[config.mk]
export PLATFORM = sky130hd
export DESIGN_NAME = ahb2wb_bridge
export DESIGN_NICKNAME = d
export VERILOG_FILES = /design/src/rtl/ahb2wb_pkg.sv /design/src/rtl/ahb2wb_sel_decode.sv /design/src/rtl/ahb2wb_bridge.sv
export SDC_FILE = /design/constraint.sdc
export NUM_CORES = 1
export LEC_CHECK = 0
export ABC_CLOCK_PERIOD_IN_PS = 2410
export CORE_MARGIN = 1
export CORE_UTILIZATION = 25
export DETAILED_ROUTE_END_ITERATION = 10
export SYNTH_ARGS = -nofsm -noshare
export SYNTH_HDL_FRONTEND = slang
export SYNTH_SLANG_ARGS = --single-unit
[constraint.sdc]
create_clock -name hclk -period 2.41 [get_ports hclk]
set_input_delay 0.482 -clock hclk [delete_from_list [all_inputs] [get_ports hclk]]
set_output_delay 0.482 -clock hclk [all_outputs]
set_load 0.01 [all_outputs]
[src/rtl/ahb2wb_pkg.sv]
// Shared encodings and state type for the AHB-Lite to Wishbone bridge.
package ahb2wb_pkg;

    localparam logic [1:0] HTRANS_IDLE   = 2'b00;
    localparam logic [1:0] HTRANS_BUSY   = 2'b01;
    localparam logic [1:0] HTRANS_NONSEQ = 2'b10;
    localparam logic [1:0] HTRANS_SEQ    = 2'b11;

    localparam logic [1:0] HRESP_OKAY  = 2'b00;
    localparam logic [1:0] HRESP_ERROR = 2'b01;

    localparam logic [2:0] HSIZE_BYTE  = 3'd0;
    localparam logic [2:0] HSIZE_HALF  = 3'd1;
    localparam logic [2:0] HSIZE_WORD  = 3'd2;
    localparam logic [2:0] HSIZE_DWORD = 3'd3;

    typedef enum logic [2:0] {
        StIdle,
        StSetup,
        StWait,
        StErr1,
        StErr2
    } ahb2wb_state_t;

    function automatic int unsigned size_bytes(input logic [2:0] hsize);
        return 32'd1 << hsize;
    endfunction

endpackage

[src/rtl/ahb2wb_sel_decode.sv]
// Combinational hsize/address-offset to Wishbone byte-lane select, with an
// illegal flag for oversize or misaligned transfers.
module ahb2wb_sel_decode
    import ahb2wb_pkg::*;
#(
    parameter int unsigned DATA_WIDTH = 32,
    localparam int unsigned NB = DATA_WIDTH / 8,
    localparam int unsigned OW = (NB > 1) ? $clog2(NB) : 1
) (
    input  logic [2:0]    hsize,
    input  logic [OW-1:0] offset,
    output logic [NB-1:0] sel,
    output logic          illegal
);

    always_comb begin
        int unsigned nbytes;
        int unsigned off;
        sel     = '0;
        illegal = 1'b0;
        nbytes  = size_bytes(hsize);
        off     = (NB > 1) ? 32'(offset) : 32'd0;
        if ((nbytes * 8 > DATA_WIDTH) || ((off & (nbytes - 1)) != 0)) begin
            illegal = 1'b1;
        end else begin
            for (int unsigned i = 0; i < NB; i++) begin
                sel[i] = (i >= off) && (i < off + nbytes);
            end
        end
    end

endmodule

[src/rtl/ahb2wb_bridge.sv]
// AHB-Lite slave to Wishbone classic master bridge with wait states and ERROR mapping.
// Define AHB2WB_TIMEOUT_EN to abort Wishbone cycles after TIMEOUT_CYCLES wait cycles.
module ahb2wb_bridge
    import ahb2wb_pkg::*;
#(
    parameter int unsigned ADDR_WIDTH     = 16,
    parameter int unsigned DATA_WIDTH     = 32,
    parameter int unsigned TIMEOUT_CYCLES = 255
) (
    input  logic                    hclk,
    input  logic                    hreset,
    input  logic                    hsel,
    input  logic [ADDR_WIDTH-1:0]   haddr,
    input  logic [1:0]              htrans,
    input  logic                    hwrite,
    input  logic [2:0]              hsize,
    input  logic [2:0]              hburst,
    input  logic [DATA_WIDTH-1:0]   hwdata,
    input  logic                    hreadyin,
    output logic [DATA_WIDTH-1:0]   hrdata,
    output logic [1:0]              hresp,
    output logic                    hready,
    output logic                    wb_clk,
    output logic                    wb_rst,
    output logic [ADDR_WIDTH-1:0]   wb_addr,
    output logic [DATA_WIDTH-1:0]   wb_data_out,
    input  logic [DATA_WIDTH-1:0]   wb_data_in,
    output logic [DATA_WIDTH/8-1:0] wb_sel,
    output logic                    wb_we,
    output logic                    wb_cyc,
    output logic                    wb_stb,
    input  logic                    wb_ack,
    input  logic                    wb_err
);

    localparam int unsigned NB = DATA_WIDTH / 8;
    localparam int unsigned OW = (NB > 1) ? $clog2(NB) : 1;

    ahb2wb_state_t state;
    logic          accept;
    logic [NB-1:0] dec_sel;
    logic          dec_illegal;
    logic          unused_inputs;

    assign wb_clk = hclk;
    assign wb_rst = hreset;

    // Bursts are treated beat by beat, so only htrans[1] and not hburst matters.
    assign accept        = hsel & htrans[1] & hreadyin & hready;
    assign unused_inputs = ^{hburst, htrans[0]};

    ahb2wb_sel_decode #(
        .DATA_WIDTH (DATA_WIDTH)
    ) u_sel_decode (
        .hsize   (hsize),
        .offset  (haddr[OW-1:0]),
        .sel     (dec_sel),
        .illegal (dec_illegal)
    );

`ifdef AHB2WB_TIMEOUT_EN
    localparam int unsigned TW = $clog2(TIMEOUT_CYCLES + 1);
    localparam logic [TW-1:0] TMO_LIMIT = TW'(TIMEOUT_CYCLES);
    logic [TW-1:0] tmo_cnt;
`endif

    always_ff @(posedge hclk) begin
        if (hreset) begin
            state       <= StIdle;
            hready      <= 1'b1;
            hresp       <= HRESP_OKAY;
            hrdata      <= '0;
            wb_addr     <= '0;
            wb_data_out <= '0;
            wb_sel      <= '0;
            wb_we       <= 1'b0;
            wb_cyc      <= 1'b0;
            wb_stb      <= 1'b0;
`ifdef AHB2WB_TIMEOUT_EN
            tmo_cnt     <= '0;
`endif
        end else begin
            unique case (state)
                // ERR2 drives hready high, so it doubles as an address phase.
                StIdle, StErr2: begin
                    state  <= StIdle;
                    hready <= 1'b1;
                    hresp  <= HRESP_OKAY;
                    if (accept) begin
                        wb_addr <= haddr;
                        wb_we   <= hwrite;
                        wb_sel  <= dec_sel;
                        hready  <= 1'b0;
                        if (dec_illegal) begin
                            state <= StErr1;
                            hresp <= HRESP_ERROR;
                        end else begin
                            state <= StSetup;
                        end
                    end
                end
                StSetup: begin
                    wb_data_out <= hwdata;
                    wb_cyc      <= 1'b1;
                    wb_stb      <= 1'b1;
                    state       <= StWait;
`ifdef AHB2WB_TIMEOUT_EN
                    tmo_cnt     <= '0;
`endif
                end
                StWait: begin
                    if (wb_err) begin
                        wb_cyc <= 1'b0;
                        wb_stb <= 1'b0;
                        hresp  <= HRESP_ERROR;
                        state  <= StErr1;
                    end else if (wb_ack) begin
                        wb_cyc <= 1'b0;
                        wb_stb <= 1'b0;
                        hready <= 1'b1;
                        if (!wb_we) begin
                            hrdata <= wb_data_in;
                        end
                        state  <= StIdle;
                    end
`ifdef AHB2WB_TIMEOUT_EN
                    else if (tmo_cnt + 1'b1 == TMO_LIMIT) begin
                        wb_cyc <= 1'b0;
                        wb_stb <= 1'b0;
                        hresp  <= HRESP_ERROR;
                        state  <= StErr1;
                    end else begin
                        tmo_cnt <= tmo_cnt + 1'b1;
                    end
`endif
                end
                StErr1: begin
                    hready <= 1'b1;
                    state  <= StErr2;
                end
                default: begin
                    state <= StIdle;
                end
            endcase
        end
    end

endmodule

---- Word level (Yosys, flattened, before mapping) ----
Index checks and enable logic that the tools add are counted.
W data, S select, Z words.
word-level totals
  bits in registers ....................... 92
  latch bits .............................. 0
  RAM bits ................................ 0
  ROM bits ................................ 0
  input port bits ......................... 95
  word-level logic and storage cells ...... 67
  memories kept ........................... 0
cells by class
  add/sub/neg operators ................... 2
  multiply operators ...................... 0
  div/mod/pow operators ................... 0
  order comparisons ....................... 8
  equal/unequal tests ..................... 8
  shift-type cells ........................ 1
  multiplexer cells ....................... 18
  bitwise logic cells ..................... 6
  reduce and logical (&&, ||, !) cells .... 15
operators by type and width
  operator                 count
  $lt A1 B32 Y1 const A    2
  $lt A2 B32 Y1 const A    2
  $add A2 B32 Y32          1
  $and A2 B32 Y32          1
  $gt A32 B6 Y1 const B    1
  $reduce_bool A32 Y1      1
  $shl A1 B3 Y32 const A   1
  $sub A32 B1 Y32 const B  1
  $pmux W3 S4              1
  $mux W1                  8
  $eq A3 B2 Y1 const B     2
  $mux W2                  3
  $mux W3                  2
  $ne A2 B2 Y1 const B     3
  $reduce_and A2 Y1        3
  $ge A1 B2 Y1 const A     2
  $mux W4                  1
  $pmux W2 S2              1
  $reduce_and A4 Y1        1
  $reduce_bool A2 Y1       2
  $and A1 B1 Y1            3
  $eq A3 B1 Y1 const B     1
  $eq A3 B3 Y1 const B     1
  $logic_and A1 B1 Y1      3
  10 further kinds         11

---- Logic depth before layout (Yosys ltp) ----
Gate-level depths: netlist of run 1.
  depth in word-level cells ............... 9
  mapped depth ............................ 8

---- By module ----
A second synthesis of run 1 with hierarchy kept.
second synthesis, totals
  cell total of the unflattened synthesis .. 437
  area total of the unflattened synthesis .. 3,414.5 um^2
by module, submodules not included
  module             instances  cells each  area an instance (um^2)  seq. area each (um^2)
  ahb2wb_bridge      1          411         3,243.1                  1,821.7
  ahb2wb_sel_decode  1          26          171.4                    0.0

==> reports/qor.yml, run 1 <==
outcome: "finished clean"
grt_max_degree: 60
ctsHoldBuffers: 0
fin_ws_ns: 0.1618
cts_setup_buffers: 0
final-max-slew-violation-count: 0
crit_family: "simple AND/OR/NAND/NOR gates"
hp-class: "input pin to flip-flop"
yosys_warnings: 0
grt_pass1_vias: 3253
drc: 0
antenna_found_initial: 0
setup_viol: 0
die_area_sq_mm: 0.01412
syn_inst: 433
path_cells: "clkdlybuf4s50_1, nor3_1, ha_1, inv_1, fa_1, nor4b_2, a21oi_1, nor3_1, o22ai_1"
place.detailed.hpwl_microns: 7009
synth-edff-count: 0
maxCapViolCount: 0
period_needed_ns: 2.248
dr_total_vias: 3453
arrival_ns: 2.56
rr_startpoint: "state[1]$_SDFFE_PP0P_"
regToRegSetupSlack_ns: 0.69
portBuffers: 181
timing.final.crit_share_pct: 93.29
hold_depth: 3
p_leak_uw: 0.002006
via_per_inst: 4.365
clock_latency_ns: 0.45
worst-path-buf-inv: 2
path_depth: 9
slew_headroom_pct: 56.74
reg2reg_depth: 5
cp_common_cell: "nor3_1"
cp_slowest_stage_delay_ns: 0.42
first_pass_iters: 4
worstSetupPathType: "input pin to flip-flop"
synth_area_sq_mm: 0.003413
setup.worst_path.start: "hsize[2]"
overflow: 0
fp.dieH_microns: 118.8
cts_tree: "built"
crit_path_top_delay_cell: "clkdlybuf4s50_1"
fmax_mhz: 444.8
n_antenna_cell: 0
worst_setup_path_start_kind: "input pin"
drtIter0Drc: 185
grt_usage_pct: 14.24
synth_flop_cell: "dfxtp_1"
peakVddDrop_uv: 285.5
finalHoldViolations: 0
yosysSeqAreaShare_pct: 53.37
grt_pass1_wl_microns: 15920
cp.required_ns: 2.72
nets: 710
ys_types: 30
initial_core_util_pct: 25.67
syn_avg_cell_area_sq_um: 7.883
die_w_microns: 118.8
rsz0062_at_grt: "no"
antenna_left: 0
rows: 42
drive_gt1_share_pct: 6.341
async_flop_share_pct: 0
tightest_slew_ns: 0.6490
final_util_pct: 43.66
io_pins: 187
endpoint_kind: "flip-flop"
routed_wl_microns: 9856
powerDensity_mw_per_mm2: 633.5
clk_pin_slew_worst_paths_ns: 0.06
skew_ns: 0.005853
pre_cts_ws_ns: -0.3066
crit_fanout: 3
place_congestion: 0.7944
syn_nets: 532
rr_endpoint: "hrdata[4]$_SDFFE_PP0P_"
area_delta_synth_final_pct: 70.05
ys_seq_elements: 91
core-area_sq_mm: 0.01330
critPathCapture: "wb_sel[2]$_SDFFE_PP0P_"
post_drt_wl_per_cell_microns: 12.46
## worst reg2reg max path: stages, from the launching register on
cell and delay [ns]:
dfxtp_1 0.51, nand2b_1 0.21, or4_1 0.45, buf_4 0.25, nand2_1 0.12, a21oi_1 0.06
## cell families (layout without fill, tap and decap cells)
logic type	after synthesis	after routing	share of synthesized area, %
mux	1	1	0.3299
simple gates	201	201	24.45
fa+ha+maj	4	4	1.686
flops	91	91	53.37
compound gates	97	97	14.81
other cells	1	1	0.1099
buf+inv	38	220	5.242
## power breakdown
group,internal (uW),total [uW],switching (uW)
sequential,1550,1570,26.9
clock,1090,1680,595
combinational,252,422,170
total,2890,3680,792
## area by class of cell
cell class	instances	area, sq um
Clock buffer	17	347.8
Inverter	4	15.01
Tap cell	176	220.2
Multi-Input combinational cell	304	1428
Clock inverter	2	35.03
Sequential cell	91	1822
Timing Repair Buffer	197	1937
Fill cell	1319	7491
## worst min-delay path by stage
| stage | from | to | slack (ns) |
|---|---|---|---|
| CTS | hreset | wb_sel[1]$_SDFFE_PP0P_ | 0.36 |
| global placement | wb_sel[3]$_SDFFE_PP0P_ | wb_sel[3]$_SDFFE_PP0P_ | 0.44 |
| finish | hreset | wb_sel[1]$_SDFFE_PP0P_ | 0.38 |
| floorplan | wb_sel[3]$_SDFFE_PP0P_ | wb_sel[3]$_SDFFE_PP0P_ | 0.47 |
| global route | hreset | wb_sel[1]$_SDFFE_PP0P_ | 0.40 |
| detailed placement | wb_data_out[7]$_SDFFE_PP0P_ | wb_data_out[7]$_SDFFE_PP0P_ | 0.45 |
## through the flow
stage | setup TNS (ns) | instance area [sq um] | hold slack [ns] | instances | power [uW]
final | 0 | 5804 | 0.3787 | 791 | 3677
after global routing | 0 | 5804 | 0.3992 | 791 | 3848
after CTS | 0 | 5796 | 0.3615 | 791 | 3740
after detailed placement | -0.8534 | 5425 | 0.4459 | 773 | 2071
after global placement | -0.5974 | 5425 | 0.4401 | 773 | 2065
after floorplan | 0 | 3413 | 0.4735 | 433 | 1787
## state kept, by name, summed over array words and instances, names as in the netlist
name,cells
hrdata,32
hready,1
hresp,1
state,3
wb_addr,16
wb_data_out,32
wb_sel,4
wb_stb,1
wb_we,1
## cell usage in the layout, fill, tap and decap left out, drive strengths merged, types with 2 or more instances in the layout
master         netlist  routed
a21oi               87      87
buf                 16      18
clkbuf              18      16
clkdlybuf4s50        0     179
dfxtp               91      91
ha                   3       3
inv                  4       4
nand2              170     170
nand2b               4       4
nor2                 6       6
nor2b                4       4
nor3                 7       7
nor3b                2       2
o21ai                4       4
o22ai                2       2
or4                  3       3
## routing by layer
metal / part of all wire (%) / global-route usage, %
met1: 45 / 17.29
met2: 45 / 22.08
met3: 8.7 / 5.220
met4: 2.0 / 7.199
met5: 0 / 0
## cell usage after synthesis (all sizes together), types with 2 or more instances
master,instances,share of area [%]
a21oi,87,13
dfxtp,91,53
nor3,7,1.2
ha,3,1.1
nand2,170,19
o21ai,4,0.59
inv,4,0.44
nand2b,4,0.73
o22ai,2,0.37
nor2b,4,0.73
nor3b,2,0.44
buf,16,2.8
or4,3,0.66
nor2,6,0.66
clkbuf,18,2.0
## timing repair
| action | 4_1_cts | 5_1_grt |
|---|---|---|
| endpoints found under the hold margin | 0 | 0 |
| endpoints found under the setup margin | 0 | 4 |
| gates resized for setup | 0 | 2 |
(Power assumes the default switching activity.)
==> run 2: changes to the inputs <==
- CELL_PAD_IN_SITES_DETAIL_PLACEMENT: unset -> 1
- CELL_PAD_IN_SITES_GLOBAL_PLACEMENT: unset -> 2
- CORE_UTILIZATION: 25 -> 20
- PLACE_DENSITY_LB_ADDON: unset -> 0.1
==> run 2 against run 1 <==
Against the previous run:
- core utilization decreased by 8.2 points
- highest routed layer unchanged
- setup slack worse by 0.15 ns
- register-to-register slack got worse by 0.06 ns
- global-route usage down 0.19 points
==> reports/qor.yml, run 2 (synthesis results as in run 1) <==
rr_startpoint: "state[1]$_SDFFE_PP0P_"
rows: 47  # +12%
grt_max_degree: 52  # -13%
nets: 712  # +0.28%
pre_cts_ws_ns: -0.3423  # -0.03565 ns
reg.largest.list: "hrdata x32, wb_data_out x32, wb_addr x16"
clk_pin_slew_worst_paths_ns: 0.06  # about the same
rr_endpoint: "hrdata[18]$_SDFFE_PP0P_"
dr_total_vias: 3519  # +1.9%
die_w_microns: 132.6  # +12%
io_pins: 187  # unchanged
drtIter0Drc: 65  # -65%
area_delta_synth_final_pct: 72.80
slew_headroom_pct: 61.10  # +4.4 points
worstSetupPathType: "clock port to output port"
cts_setup_buffers: 0  # unchanged
mostFrequentLayoutCell: "clkdlybuf4s50_1"
setup_viol: 0  # unchanged
worst_setup_path_start_kind: "clock port"
n_antenna_cell: 0  # unchanged
regToRegSetupSlack_ns: 0.63  # -0.06 ns
antenna_left: 0  # unchanged
core-area_sq_mm: 0.01664  # +25%
placed_area_sq_mm: 0.005517  # +1.7%
antenna_found_initial: 0  # unchanged
final_util_pct: 35.44  # -8.2 points
grt_usage_pct: 14.05  # -0.19 points
mostFrequentLayoutCells: "clkdlybuf4s50_1, nand2_1, dfxtp_1"
hp-class: "input pin to flip-flop"
drc: 0  # unchanged
hold_depth: 3  # unchanged
peakVddDrop_uv: 324.6  # +14%
post_drt_wl_per_cell_microns: 14.26  # +14%
min_to: "wb_sel[1]$_SDFFE_PP0P_"
cts_tree: "built"
portBuffers: 181  # unchanged
initial_core_util_pct: 20.51  # -5.2 points
first_pass_iters: 4  # unchanged
tightest_slew_ns: 0.5836  # -0.06539 ns
crit_fanout: 2  # -1
rsz0062_at_grt: "no"
final-max-slew-violation-count: 0  # unchanged
place.detailed.hpwl_microns: 8386  # +20%
fin_ws_ns: 0.01440  # -0.1474 ns
finalHoldViolations: 0  # unchanged
maxCapViolCount: 0  # unchanged
place_congestion: 0.7373  # -7.2%
overflow: 0  # unchanged
power_uw: 3737  # +1.6%
outcome: "finished clean"
ctsHoldBuffers: 0  # unchanged
grt_pass1_vias: 3737  # +15%
skew_ns: 0.008299  # +0.002446 ns
powerDensity_mw_per_mm2: 633.6  # about the same
endpoint_kind: "output port"
timing.hold.ws_ns: 0.3402  # -0.03852 ns
die_area_sq_mm: 0.01759  # +25%
routed_wl_microns: 11950  # +21%
drive_gt1_share_pct: 7.120  # +0.78 points
cp.required_ns: 1.93  # -0.79 ns
fp.dieH_microns: 132.6  # +12%
p_leak_uw: 0.002016  # +0.53%
clock_latency_ns: 0.45  # about the same
min_from: "hreset"
grt_pass1_wl_microns: 19280  # +21%
arrival_ns: 1.91  # -0.65 ns
final_area_sq_mm: 0.005898  # +1.6%
reg2reg_depth: 5  # unchanged
via_per_inst: 4.199  # -3.8%
cts_resized: 0  # unchanged
-- run 2: cell types whose count changed in the layout (fill, tap and decap cells not counted), sizes merged --
cell and change:
clkbuf -3, clkinv +3, buf +2, clkdlybuf4s50 +1, dlymetal6s2s -1, inv +1
-- run 2: worst max path at each step --
stage / startpoint / end / depth (start not counted)
floorplan: hsize[2] / wb_sel[1]$_SDFFE_PP0P_ / 8
global placement: hsize[2] / wb_sel[1]$_SDFFE_PP0P_ / 9
detailed placement: hsize[1] / wb_sel[1]$_SDFFE_PP0P_ / 9
CTS: hclk / wb_clk / 3
global route: hclk / wb_clk / 3
finish: hclk / wb_clk / 3
-- run 2: area by class of cell --
cell class | instances | area (sq um)
Sequential cell | 91 | 1822
Clock buffer | 14 | 324.1
Timing Repair Buffer | 199 | 1967
Inverter | 4 | 15.01
Tap cell | 220 | 275.3
Clock inverter | 6 | 62.56
Fill cell | 1939 | 10740
Multi-Input combinational cell | 304 | 1433
-- run 2: metal layers --
layer  vias to the layer above  global-route usage (%)  share of wire (%)
li1                       1760                       -                  -
met1                      1628                   15.34                 43
met2                       122                   23.98                 47
met3                         9                   6.475                8.6
met4                         0                   4.789                1.3
met5                         -                       0                  0
-- run 2: report_power, final --
part           internal, uW  switching (uW)  total (uW)
Sequential             1540            28.5        1570
Clock                  1070             659        1730
Combinational           256             178         434
Total                  2870             865        3740
-- run 2: metrics by stage --
stage | cells | setup TNS [ns]
final | 838 | 0
after global routing | 838 | 0
after CTS | 838 | 0
after detailed placement | 819 | -0.9585
after global placement | 819 | -0.7817
after floorplan | 433 | 0
-- run 2: worst max-delay path, stage by stage --
cell	delay (ns)
clkbuf_16	0.12
clkbuf_16	0.13
clkdlybuf4s50_1	0.46
